**src/rtl/systolic_skew_feeder_pkg.sv**
```systemverilog
// -----------------------------------------------------------------------------
// systolic_skew_feeder_pkg
// Shared systolic definitions for the left-edge setup stages:
//   - SYS_DATA_SIZE / SYS_MAC_WIDTH : default element width and array dimension
//   - feed_state_e                  : streaming FSM state encoding
//   - elem_idx()                    : flat element index (c*MAC_WIDTH+r) of
//                                     element (r,c) inside a packed tile
// -----------------------------------------------------------------------------
package systolic_skew_feeder_pkg;

    localparam int SYS_DATA_SIZE = 8;
    localparam int SYS_MAC_WIDTH = 4;

    typedef enum logic [0:0] {
        ST_IDLE   = 1'b0,
        ST_STREAM = 1'b1
    } feed_state_e;

    // Tiles are packed column-major: element (row,col) sits at index col*W+row.
    function automatic int elem_idx(input int row, input int col, input int mac_width);
        return (col * mac_width) + row;
    endfunction

endpackage

```
**src/rtl/systolic_skew_feeder_tile_bank_pair.sv**
```systemverilog
// -----------------------------------------------------------------------------
// systolic_skew_feeder_tile_bank_pair
// Two-entry tile store feeding the skew datapath in acceptance order.
// Ports:
//   i_clock        rising-edge clock
//   i_reset        synchronous active-low reset
//   i_tile_in      packed tile to capture
//   i_tile_valid   tile presented
//   i_transpose    transpose flag captured with the tile
//   i_release      streaming tile finishes (last step) at this edge
//   o_tile_ready   a tile can be accepted at this edge
//   o_accept       a tile is accepted at this edge
//   o_rd_tile      tile currently at the head of the store
//   o_rd_transpose transpose flag of the head tile
//   o_count_next   number of tiles held after this edge
// -----------------------------------------------------------------------------
module systolic_skew_feeder_tile_bank_pair
    import systolic_skew_feeder_pkg::*;
#(
    parameter int DATA_SIZE = SYS_DATA_SIZE,
    parameter int MAC_WIDTH = SYS_MAC_WIDTH
) (
    input  logic                                     i_clock,
    input  logic                                     i_reset,
    input  logic [DATA_SIZE*MAC_WIDTH*MAC_WIDTH-1:0] i_tile_in,
    input  logic                                     i_tile_valid,
    input  logic                                     i_transpose,
    input  logic                                     i_release,
    output logic                                     o_tile_ready,
    output logic                                     o_accept,
    output logic [DATA_SIZE*MAC_WIDTH*MAC_WIDTH-1:0] o_rd_tile,
    output logic                                     o_rd_transpose,
    output logic [1:0]                               o_count_next
);

    localparam int TILE_W = DATA_SIZE * MAC_WIDTH * MAC_WIDTH;

    logic [TILE_W-1:0] r_tile [2];
    logic [1:0]        r_transpose;
    logic              r_wr_ptr;
    logic              r_rd_ptr;
    logic [1:0]        r_count;

    logic              w_release;
    logic              w_ready;
    logic              w_accept;
    logic [1:0]        w_count_next;

    // A release only means something while a bank is actually held.
    assign w_release = i_release && (r_count != 2'd0);
    // A full store still accepts when the head tile leaves at the same edge.
    assign w_ready   = i_reset && ((r_count != 2'd2) || w_release);
    assign w_accept  = i_tile_valid && w_ready;

    // Occupancy after this edge.
    always_comb begin
        w_count_next = r_count;
        case ({w_accept, w_release})
            2'b10:   w_count_next = r_count + 2'd1;
            2'b01:   w_count_next = r_count - 2'd1;
            default: w_count_next = r_count;
        endcase
    end

    // Bank capture, pointer advance and occupancy tracking.
    always_ff @(posedge i_clock) begin
        if (!i_reset) begin
            r_tile[0]   <= '0;
            r_tile[1]   <= '0;
            r_transpose <= 2'b00;
            r_wr_ptr    <= 1'b0;
            r_rd_ptr    <= 1'b0;
            r_count     <= 2'd0;
        end else begin
            if (w_accept) begin
                r_tile[r_wr_ptr]      <= i_tile_in;
                r_transpose[r_wr_ptr] <= i_transpose;
                r_wr_ptr              <= ~r_wr_ptr;
            end
            if (w_release) begin
                r_rd_ptr <= ~r_rd_ptr;
            end
            r_count <= w_count_next;
        end
    end

    assign o_tile_ready   = w_ready;
    assign o_accept       = w_accept;
    assign o_rd_tile      = r_tile[r_rd_ptr];
    assign o_rd_transpose = r_transpose[r_rd_ptr];
    assign o_count_next   = w_count_next;

endmodule

```
**src/rtl/systolic_skew_feeder.sv**
```systemverilog
// -----------------------------------------------------------------------------
// systolic_skew_feeder
// Double-buffered left-edge setup stage: accepts a MAC_WIDTH x MAC_WIDTH tile
// and streams it as diagonally skewed lanes (lane r lags lane r-1 by one step),
// optionally transposed, with back-to-back tiles streaming without bubbles.
// Ports:
//   i_clock       rising-edge clock
//   i_reset       synchronous active-low reset
//   i_tile_in     element (r,c) at [(c*MAC_WIDTH+r)*DATA_SIZE +: DATA_SIZE]
//   i_tile_valid  tile and transpose flag presented
//   i_transpose   1 = feed columns instead of rows
//   o_tile_ready  tile accepted at this edge if valid (combinational)
//   o_lane_out    lane r at [r*DATA_SIZE +: DATA_SIZE]
//   o_lane_valid  bit r = lane r carries a real element
//   o_busy        at least one tile held
//   o_tile_done   pulse on a tile's last step
// -----------------------------------------------------------------------------
module systolic_skew_feeder
    import systolic_skew_feeder_pkg::*;
#(
    parameter int DATA_SIZE = SYS_DATA_SIZE,
    parameter int MAC_WIDTH = SYS_MAC_WIDTH
) (
    input  logic                                     i_clock,
    input  logic                                     i_reset,
    input  logic [DATA_SIZE*MAC_WIDTH*MAC_WIDTH-1:0] i_tile_in,
    input  logic                                     i_tile_valid,
    input  logic                                     i_transpose,
    output logic                                     o_tile_ready,
    output logic [DATA_SIZE*MAC_WIDTH-1:0]           o_lane_out,
    output logic [MAC_WIDTH-1:0]                     o_lane_valid,
    output logic                                     o_busy,
    output logic                                     o_tile_done
);

    localparam int TILE_W    = DATA_SIZE * MAC_WIDTH * MAC_WIDTH;
    localparam int LANE_W    = DATA_SIZE * MAC_WIDTH;
    localparam int NUM_STEPS = (2 * MAC_WIDTH) - 1;
    localparam int STEP_W    = $clog2(NUM_STEPS);
    localparam logic [STEP_W-1:0] STEP_LAST = STEP_W'(NUM_STEPS - 1);
    localparam logic [STEP_W-1:0] STEP_ONE  = STEP_W'(1);

    feed_state_e        r_state;
    logic [STEP_W-1:0]  r_step;
    logic [LANE_W-1:0]  r_lane;
    logic [MAC_WIDTH-1:0] r_lane_valid;
    logic               r_tile_done;
    logic               r_busy;

    logic               w_release;
    logic               w_accept;
    logic [TILE_W-1:0]  w_rd_tile;
    logic               w_rd_transpose;
    logic [1:0]         w_count_next;
    logic [LANE_W-1:0]  w_lane;
    logic [MAC_WIDTH-1:0] w_lane_valid;

    // The edge that drives the last step also frees the head bank.
    assign w_release = (r_state == ST_STREAM) && (r_step == STEP_LAST);

    systolic_skew_feeder_tile_bank_pair #(
        .DATA_SIZE (DATA_SIZE),
        .MAC_WIDTH (MAC_WIDTH)
    ) u_banks (
        .i_clock        (i_clock),
        .i_reset        (i_reset),
        .i_tile_in      (i_tile_in),
        .i_tile_valid   (i_tile_valid),
        .i_transpose    (i_transpose),
        .i_release      (w_release),
        .o_tile_ready   (o_tile_ready),
        .o_accept       (w_accept),
        .o_rd_tile      (w_rd_tile),
        .o_rd_transpose (w_rd_transpose),
        .o_count_next   (w_count_next)
    );

    // Skew select: lane r shows element k = step - r of its row (or column).
    always_comb begin
        w_lane       = '0;
        w_lane_valid = '0;
        for (int r = 0; r < MAC_WIDTH; r++) begin
            if ((int'(r_step) >= r) && ((int'(r_step) - r) < MAC_WIDTH)) begin
                w_lane_valid[r] = 1'b1;
                if (w_rd_transpose) begin
                    w_lane[r*DATA_SIZE +: DATA_SIZE] =
                        w_rd_tile[elem_idx(int'(r_step) - r, r, MAC_WIDTH)*DATA_SIZE +: DATA_SIZE];
                end else begin
                    w_lane[r*DATA_SIZE +: DATA_SIZE] =
                        w_rd_tile[elem_idx(r, int'(r_step) - r, MAC_WIDTH)*DATA_SIZE +: DATA_SIZE];
                end
            end else begin
                w_lane_valid[r] = 1'b0;
            end
        end
    end

    // Streaming FSM with registered lane, valid, done and busy outputs.
    always_ff @(posedge i_clock) begin
        if (!i_reset) begin
            r_state      <= ST_IDLE;
            r_step       <= '0;
            r_lane       <= '0;
            r_lane_valid <= '0;
            r_tile_done  <= 1'b0;
            r_busy       <= 1'b0;
        end else begin
            r_busy <= (w_count_next != 2'd0);
            case (r_state)
                ST_IDLE: begin
                    r_lane       <= '0;
                    r_lane_valid <= '0;
                    r_tile_done  <= 1'b0;
                    r_step       <= '0;
                    if (w_accept) begin
                        r_state <= ST_STREAM;
                    end else begin
                        r_state <= ST_IDLE;
                    end
                end
                ST_STREAM: begin
                    r_lane       <= w_lane;
                    r_lane_valid <= w_lane_valid;
                    r_tile_done  <= w_release;
                    if (w_release) begin
                        // Any tile still held (incl. one accepted now) starts at once.
                        r_step  <= '0;
                        r_state <= (w_count_next != 2'd0) ? ST_STREAM : ST_IDLE;
                    end else begin
                        r_step  <= r_step + STEP_ONE;
                        r_state <= ST_STREAM;
                    end
                end
                default: begin
                    r_state      <= ST_IDLE;
                    r_step       <= '0;
                    r_lane       <= '0;
                    r_lane_valid <= '0;
                    r_tile_done  <= 1'b0;
                end
            endcase
        end
    end

    assign o_lane_out   = r_lane;
    assign o_lane_valid = r_lane_valid;
    assign o_tile_done  = r_tile_done;
    assign o_busy       = r_busy;

endmodule
```
**config.mk**
```make
export PLATFORM = sky130hd
export DESIGN_NAME = systolic_skew_feeder
export DESIGN_NICKNAME = d
export VERILOG_FILES = /design/src/rtl/systolic_skew_feeder_pkg.sv /design/src/rtl/systolic_skew_feeder_tile_bank_pair.sv /design/src/rtl/systolic_skew_feeder.sv
export SDC_FILE = /design/constraint.sdc
export NUM_CORES = 1
export LEC_CHECK = 0
export ABC_AREA = 1
export CAP_MARGIN = 5
export CORE_MARGIN = 2
export CORE_UTILIZATION = 52
export CTS_CLUSTER_DIAMETER = 150
export DETAILED_ROUTE_END_ITERATION = 8
export PLACE_DENSITY_LB_ADDON = 0.25
export SLEW_MARGIN = 5
export SYNTH_ARGS = -nofsm -noshare
export SYNTH_HDL_FRONTEND = slang
export SYNTH_HIERARCHICAL = 1
export SYNTH_SLANG_ARGS = --single-unit
export TNS_END_PERCENT = 30
```
**constraint.sdc**
```tcl
create_clock -name i_clock -period 4.6 [get_ports i_clock]
set_input_delay 0.92 -clock i_clock [delete_from_list [all_inputs] [get_ports i_clock]]
set_output_delay 0.92 -clock i_clock [all_outputs]
set_load 0.01 [all_outputs]
```
* Yosys cells after proc, flatten, opt, wreduce, memory -nomap -nowiden
Memory sizes are Yosys's and may differ from the RTL's. A register that Yosys moved wholly into a read port is not among the register bits.
Cells that the tools add are included.
** Cells by class
- Equality and inequality tests :: 4
- Magnitude comparators :: 10
- Reductions and logical operators :: 12
- Muxes and demuxes :: 35
- Bitwise logic cells :: 3
- Div/mod/pow operators :: 0
- Add/sub/neg operators :: 12
- Shift operators :: 8
- $mul :: 0
** Operator list (number)
- $shiftx 128x10->8 :: 3
- $shiftx 128x32->8 :: 3
- $mux 128 :: 1
- $reduce_or 128->1 :: 1
- $shiftx 128x7->8 :: 1
- $shiftx 128x9->8 :: 1
- $mux 8 :: 8
- $pmux 32 s2 :: 1
- $mux 1 :: 17
- $add 6x3->7 const B :: 2
- $add 5x4->6 const A :: 2
- $lt 4x4->1 const B :: 3
- $logic_and 1x1->1 :: 8
- $pmux 4 s2 :: 1
- $sub 3x2->4 const B :: 2
- $add 6x2->7 const B :: 1
- $ge 3x2->1 const B :: 2
- $pmux 3 s2 :: 1
- $add 4x4->5 const A :: 1
- $lt 1x2->1 const B :: 2
- $pmux 1 s2 :: 2
- $pmux 2 s2 :: 1
- $reduce_bool 2->1 :: 2
- $sub 3x1->4 const B :: 1
- other kinds (15) :: 17
** Storage, ports and cells
- Output and inout port bits :: 39
- ROM bits :: 0
- Register bits after elaboration :: 48
- Memories kept :: 1
- Bits of input ports :: 132
- Latch bits :: 0
- Bits in writable memories :: 256
- Word-level logic and storage cells :: 95
** Memories
- u_banks.r_tile :: words 2, width 128, rd ports 1, clocked after Yosys merged registers in 1, wr ports 2, line systolic_skew_feeder_tile_bank_pair.sv:38 : logic [TILE_W-1:0] r_tile [2];

* Depth between registers and ports, before layout
Gate-level depths: netlist (run 1).
- Depth after elaboration :: 12
- Depth in mapped cells :: 17
- Gate-level depth less buffers :: 16

* Hierarchy
The synthesis (run 1) kept the hierarchy.
** Modules (own cells, without submodules)
- systolic_skew_feeder_tile_bank_pair :: instances 1, cells each 860, area each 11188.2 µm², sequential area each 7827.5 µm²
- systolic_skew_feeder :: instances 1, cells each 1142, area each 5754.3 µm², sequential area each 840.8 µm²

* Worst setup path after synthesis (run 1)
OpenSTA, ideal clock, no wires.
- Path kind :: input -> register
- Start point :: input port i_reset
- End point :: memory u_banks/r_tile[0][0] (netlist bit) (enable)
- Stages on the path :: 5
- Path buffers :: 3
- Required time :: 4108 ps
- Setup time :: 492 ps
- Arrival :: 4301 ps
- Setup slack :: -193 ps
- Cell sequence :: buf_2 -> nand4_4 -> buf_6 -> buf_2 -> nand2_1
** RTL lines
- start, declared :: line systolic_skew_feeder.sv:25 : input logic i_reset,
- end, declared :: line systolic_skew_feeder_tile_bank_pair.sv:38

* Worst setup path after layout (run 1)
- Start point :: input port i_reset
- End point :: output port o_tile_ready
** On the way
- Word-level cells in the longest chain between the ends :: 1
** RTL lines
- $logic_and 1x1->1 :: line systolic_skew_feeder_tile_bank_pair.sv:52 : assign w_ready = i_reset && ((r_count != 2'd2) || w_release);
- end, declared :: line systolic_skew_feeder.sv:29 : output logic o_tile_ready,
Every way passes these cells.

==> results_dict.tcl, run 1 <==
set metrics [dict create \
    synth.largest_area_cell "edfxtp_1" \
    die-area_um2 34000 \
    drv_slew 0 \
    num_rows 66 \
    min_path_type "reg -> reg" \
    p_switching_mw 1.78 \
    cp-end-kind "primary output" \
    p_leak_nw 8.77 \
    wl_met2_mm 22.0 \
    layout_min_cycle_time_ns 3.52 \
    post_drt_via_cell_ratio 5.58 \
    max-cap-violations 0 \
    power_density_nw_per_um2 348 \
    fillers 2745 \
    power_frac_comb 0.145 \
    clkPwrFrac 0.397 \
    ys_types 35 \
    routed.top_layer "met4" \
    fin_cells 2583 \
    num_vias 14400 \
    syn_inst 2002 \
    critPathTopFamily "buffers and inverters" \
    grt_max_degree 163 \
    crit_buf_inv 3 \
    power.internal_mw 5.21 \
    cts_tree "built" \
    ant_nets 0 \
    htree_levels 2 \
    dr_wl_met3_mm 4.78 \
    status "complete, no violations" \
    diodes 0 \
    port_buffers 170 \
    antenna_found_initial 1 \
    clock_skew_ns 0.0154 \
    totalWireLength_mm 49.8 \
    final_core_util 0.622 \
    criticalPathCategory "in -> out" \
    cts_hold_buf 0 \
    place.gp.congestion 1.02 \
    worstMarginPinSlew_ns 1.21 \
    post-route-period-util 0.765 \
    synth_top_area_frac 0.454 \
    grt_overflow_total 0 \
    hold_path_depth 1 \
    worst-path-max-fanout 13 \
    numClockSinks 305 \
    pin_count 171 \
    yosysWarnings 6 \
    postSynthAreaPerCell_um2 8.46 \
    cts.path.max_buffers 3 \
    drive_gt1_frac 0.106 \
    cpPeakStageDelay_ns 0.91 \
    ys_ff_latch 305 \
    drc_errors 0 \
    grt_pass1_vias 13500 \
    r2r_cells 9 \
    die_h_um 185 \
    ys_seq_area_frac 0.512 \
    seq_power_share 0.458 \
    finalSetupViolCount 0 \
    cp_common_cell "clkdlybuf4s50_1" \
    switching_share 0.254 \
    drt_iter0_drc 1584 \
    grt_pass1_wl_mm 76.3 \
    cts_root_buf "clkbuf_16" \
    initial_utilization 0.525 \
    crit_cells 4 \
    core_region_area_um2 32300 \
    cp_cell_sequence "clkdlybuf4s50_1 > nand2_1 > inv_1 > clkdlybuf4s50_1" \
    grtUsageTotal 0.294 \
    clk_pin_slew_worst_paths_ns 0.06 \
    yosys-top-cells-area "edfxtp_1 45%, nand2_1 10%, nand3_1 9.5%, mux2_2 8.5%, nor2_1 7.5%" \
    dp.cells 2522 \
    wl_per_cell_um 19.3 \
    fmax_mhz 284 \
    chipWidth_um 185 \
    maxSlewHeadroom 0.188 \
    ir_drop_mv 0.275 \
    synth_fp_nets 2147 \
    syn_area_um2 16900 \
    arrival_ns 2.60 \
    slowest_stage "clkdlybuf4s50_1" \
    startpoint_type "primary input" \
    worstSkewPairLatency_ns 0.52 \
    dpl.hpwl_mm 33.8 \
    layout.nets 2262 \
    syn2layout_area_growth_pct 18.4 \
    whs_ns 0.516 \
    cts_resized 0 \
    tns_ns 0 \
    rsz0062_at_grt "no" \
    cts-buffers-inserted 35 \
    dr.pass1.iters 6 \
    wl_met1_mm 21.8 \
    required_ns 3.68 \
    hold_violations 0 \
    cts_setup_buffers 0 \
]
path summary, 6_finish.rpt:
check	slack, ns	end	from
hold reg to reg	0.52	u_banks/r_rd_ptr	u_banks/r_rd_ptr
hold / removal	0.52	u_banks/r_rd_ptr	u_banks/r_rd_ptr
setup reg to reg	1.18	o_lane_out[9]	u_banks/r_rd_ptr
setup / recovery	1.08	o_tile_ready	i_reset
per-layer routing:
| metal | GRT usage | up-vias |
|---|---|---|
| met5 | 0 | - |
| met4 | 0.0813 | 0 |
| met3 | 0.0492 | 82 |
| met2 | 0.444 | 750 |
| met1 | 0.437 | 6829 |
| li1 | - | 6763 |
cells in the mapped netlist:
cell type    n
clkbuf_1    14
nand2_2      1
inv_2        6
a21oi_1     21
nand3_2      1
inv_1      228
and2_1       1
o21ai_4      2
dfxtp_1     49
o21ai_0     23
nand3b_1     1
a31oi_1      1
nor2_1     339
nand2_1    460
o21ai_2      4
o21ai_1      2
a21boi_0     1
and3_1       1
nand4_4      2
buf_1        3
nor3_1       5
nor3_2       1
a21oi_2      1
edfxtp_1   256
o211ai_1    17
buf_4       15
buf_2       80
xor2_1       1
mux2_2     128
clkinv_1     1
nand3_1    320
nor2_2       1
buf_6        2
nand2_4      1
ha_1        13
layout by cell type, fill, tap and decap left out, types with 3 or more instances in the layout:
master / instances
a21oi_1: 21
buf_12: 10
buf_4: 12
bufinv_16: 3
clkbuf_1: 9
clkbuf_16: 37
clkbuf_8: 3
clkdlybuf4s50_1: 170
clkinv_2: 5
dfxtp_1: 48
edfxtp_1: 256
ha_1: 13
inv_1: 228
inv_2: 6
mux2_2: 128
nand2_1: 458
nand2_4: 4
nand3_1: 320
nor2_1: 338
nor3_1: 5
o211ai_1: 17
o21ai_0: 22
o21ai_2: 5
area by class of cell:
type                    count  area [µm²]  share of cell area
clock inverters            12         144             0.00717
multi-input cells        1348        6820               0.340
repair buffers            192        1990              0.0993
clock buffers              49        1000              0.0499
flip-flops and latches    305        8670               0.432
inverters                 235         882              0.0440
well taps                 442         553              0.0276
power groups by stage:
stage | Sequential [mW] | Combinational [mW] | Clock, mW
final | 3.20 | 1.01 | 2.78
after global routing | 3.21 | 1.10 | 2.92
after CTS | 3.20 | 0.997 | 2.81
after detailed placement | 3.26 | 0.988 | 0
after global placement | 3.25 | 0.985 | 0
after floorplan | 3.26 | 0.604 | 0
per-stage QoR:
stage | worst slack, ns | power [mW] | instance area (µm²)
global placement | 1.08 | 4.23 | 18900
floorplan | -0.0953 | 3.86 | 16900
detailed placement | 1.10 | 4.25 | 18900
global route | 1.00 | 7.23 | 20100
finish | 1.08 | 6.99 | 20100
CTS | 1.09 | 7.01 | 20100
flip-flops by register name (all words and copies together), names as in the netlist, named ones only:
signal               cells
o_lane_out              32
r_state                  1
u_banks/r_tile         256
u_banks/r_count          2
o_tile_done              1
o_busy                   1
o_lane_valid             4
u_banks/r_wr_ptr         1
u_banks/r_rd_ptr         1
u_banks/r_transpose      2
r_step                   3
cells by family after synthesis:
logic type	count (synthesis)	share of synthesized area
muxes	128	0.0851
buffers and inverters	349	0.0874
and+or+nand+nor	1134	0.279
AOI/OAI and AO/OA	72	0.0264
adders and majority gates	13	0.00960
xor gates and xnor gates	1	0.000517
DFF	305	0.512
No activity file was read; power rests on OpenSTA's default activity.
==> run 2, diff against run 1 <==
CORE_UTILIZATION = 58   (was 52)
clock period = 3.4 ns   (was 4.6 ns; I/O delays follow)
==> run 2 against run 1 <==
Via count rose by 0.17%. Clock skew increased by 0.016 ns. Design area rose by 0.49%. Wire length is 1.8% higher. Power up 29%. Largest cell class unchanged. Flip-flop and latch count did not move. Combinational power increased by 44%. Highest routed layer unchanged.
==> results_dict.tcl, run 2 (synthesis results as in run 1) <==
set metrics [dict create \
    status "complete, no violations" \
    dr.pass1.iters 5 \
    htree_levels 1 \
    final_cell_mix "458 x nand2_1, 338 x nor2_1, 320 x nand3_1" \
    maxSlewHeadroom 0.530 \
    clock_skew_ns 0.0316 \
    cp_cell_sequence "ha_1 > nand3_1 > inv_1 > inv_1 > nand3_2 > nand2_1 > inv_1 > clkdlybuf4s50_1" \
    cp_common_cell "inv_1" \
    cts_root_buf "clkbuf_16" \
    finalSetupViolCount 0 \
    die_h_um 175 \
    post-route-period-util 0.917 \
    criticalPathCategory "reg -> out" \
    ir_drop_mv 0.512 \
    grt_max_degree 163 \
    num_rows 62 \
    diodes 0 \
    initial_utilization 0.590 \
    post_drt_via_cell_ratio 5.64 \
    power_density_nw_per_um2 449 \
    whs_ns 0.514 \
    cts-buffers-inserted 31 \
    required_ns 2.72 \
    clk_pin_slew_worst_paths_ns 0.07 \
    hold_violations 0 \
    core_region_area_um2 28700 \
    drive_gt1_frac 0.119 \
    grtUsageTotal 0.330 \
    stdcell_area_um2 20200 \
    cts_hold_buf 0 \
    drc_errors 0 \
    detailed_place.area_um2 19200 \
    cts.path.max_buffers 3 \
    cts_resized 0 \
    die-area_um2 30600 \
    max-cap-violations 0 \
    worstSkewPairLatency_ns 0.59 \
    drv_slew 0 \
    chipWidth_um 175 \
    worstReg2RegStart "u_banks/r_rd_ptr" \
    crit_path_end "o_tile_ready" \
    cts_tree "built" \
    startpoint_type "register" \
    syn2layout_area_growth_pct 19.0 \
    port_buffers 170 \
    final_common_cell "nand2_1" \
    pin_count 171 \
    cpPeakStageDelay_ns 0.53 \
    critPathLaunch "r_step[1]" \
    place.gp.congestion 0.991 \
    worstMarginPinSlew_ns 0.697 \
    rrSetupSlack_ns 0.72 \
    grt_overflow_total 0 \
    wl_per_cell_um 19.8 \
    rr_endpoint "o_lane_out[11]" \
    grt_pass1_vias 13700 \
    dpl.hpwl_mm 35.7 \
    layout.nets 2296 \
    numClockSinks 305 \
    num_vias 14400 \
    min_path_type "reg -> reg" \
    cts_setup_buffers 0 \
    slowest_stage "clkdlybuf4s50_1" \
    largest_reg_flops 256 \
    ant_nets 0 \
    crit_buf_inv 4 \
    r2r_cells 11 \
    critPathTopFamily "buffers and inverters" \
    crit_cells 8 \
    drt_iter0_drc 1647 \
    layout_min_cycle_time_ns 3.12 \
    cp-end-kind "primary output" \
    arrival_ns 2.44 \
    worst-path-max-fanout 5 \
    antenna_found_initial 0 \
    totalWireLength_mm 50.7 \
    rsz0062_at_grt "no" \
    p_leak_nw 8.89 \
    grt_pass1_wl_mm 77.1 \
    fmax_mhz 321 \
    largest-register "u_banks/r_tile" \
]
## run 2: cell types whose count changed in the layout (fill, tap and decap cells not counted)
cell,previous run,this run
clkbuf_1,9,10
clkinv_1,2,3
clkbuf_16,37,31
inv_16,0,1
clkbuf_8,3,6
clkinv_2,5,3
clkinvlp_4,1,2
buf_4,12,46
buf_12,10,14
bufinv_16,3,0
inv_6,1,2
## run 2: worst register-to-register path, stage by stage, from the launching register on
cell and delay (ns):
dfxtp_1 0.34, o21ai_2 0.34, buf_4 0.33, nand2_4 0.10, inv_2 0.07, buf_4 0.40
nand2_1 0.14, nand3_1 0.09, nand2_1 0.05, o21ai_0 0.41, nor2_1 0.09, nor2_1 0.22
## run 2: through the flow
step / setup WS [ns] / util / TNS [ns] / std cells / total power [mW]
floorplan: -1.15 / - / -148.38 / 2002 / 5.23
global placement: 0.669 / 0.668 / 0 / 2502 / 5.79
detailed placement: 0.651 / 0.668 / 0 / 2502 / 5.82
CTS: 0.267 / 0.703 / 0 / 2560 / 9.04
global route: 0.166 / 0.703 / 0 / 2560 / 9.36
finish: 0.281 / 0.703 / 0 / 2560 / 9.05
## run 2: power by group
group / internal, mW / switching, mW / total, mW
clock network: 1.83 / 1.43 / 3.26
registers: 4.28 / 0.0569 / 4.33
logic: 0.541 / 0.913 / 1.45
## run 2: worst min path at each step
stage                                   to  cells after the start             start
after global routing              register                      1  u_banks/r_rd_ptr
after detailed placement  u_banks/r_rd_ptr                      1  u_banks/r_rd_ptr
after CTS                 u_banks/r_rd_ptr                      1  u_banks/r_rd_ptr
after floorplan                   register                      1  u_banks/r_rd_ptr
after global placement            register                      1  u_banks/r_rd_ptr
final                     u_banks/r_rd_ptr                      1  u_banks/r_rd_ptr
## run 2: layout make-up
cell class | count | area, µm²
Clock inverter | 11 | 83.8
Timing Repair Buffer | 230 | 2330
Tap cell | 384 | 480
Multi-Input combinational cell | 1348 | 6820
Clock buffer | 47 | 896
Sequential cell | 305 | 8670
Fill cell | 2218 | 8540
Inverter | 235 | 882
## run 2: routing by layer
| layer | vias to the layer above | routed length, µm | track usage |
|---|---|---|---|
| met2 | 808 | 22300 | 0.501 |
| met1 | 6754 | 21500 | 0.484 |
| li1 | 6834 | - | - |
| met3 | 52 | 6110 | 0.0831 |
| met4 | 0 | 793 | 0.0656 |
| met5 | - | 0 | 0 |
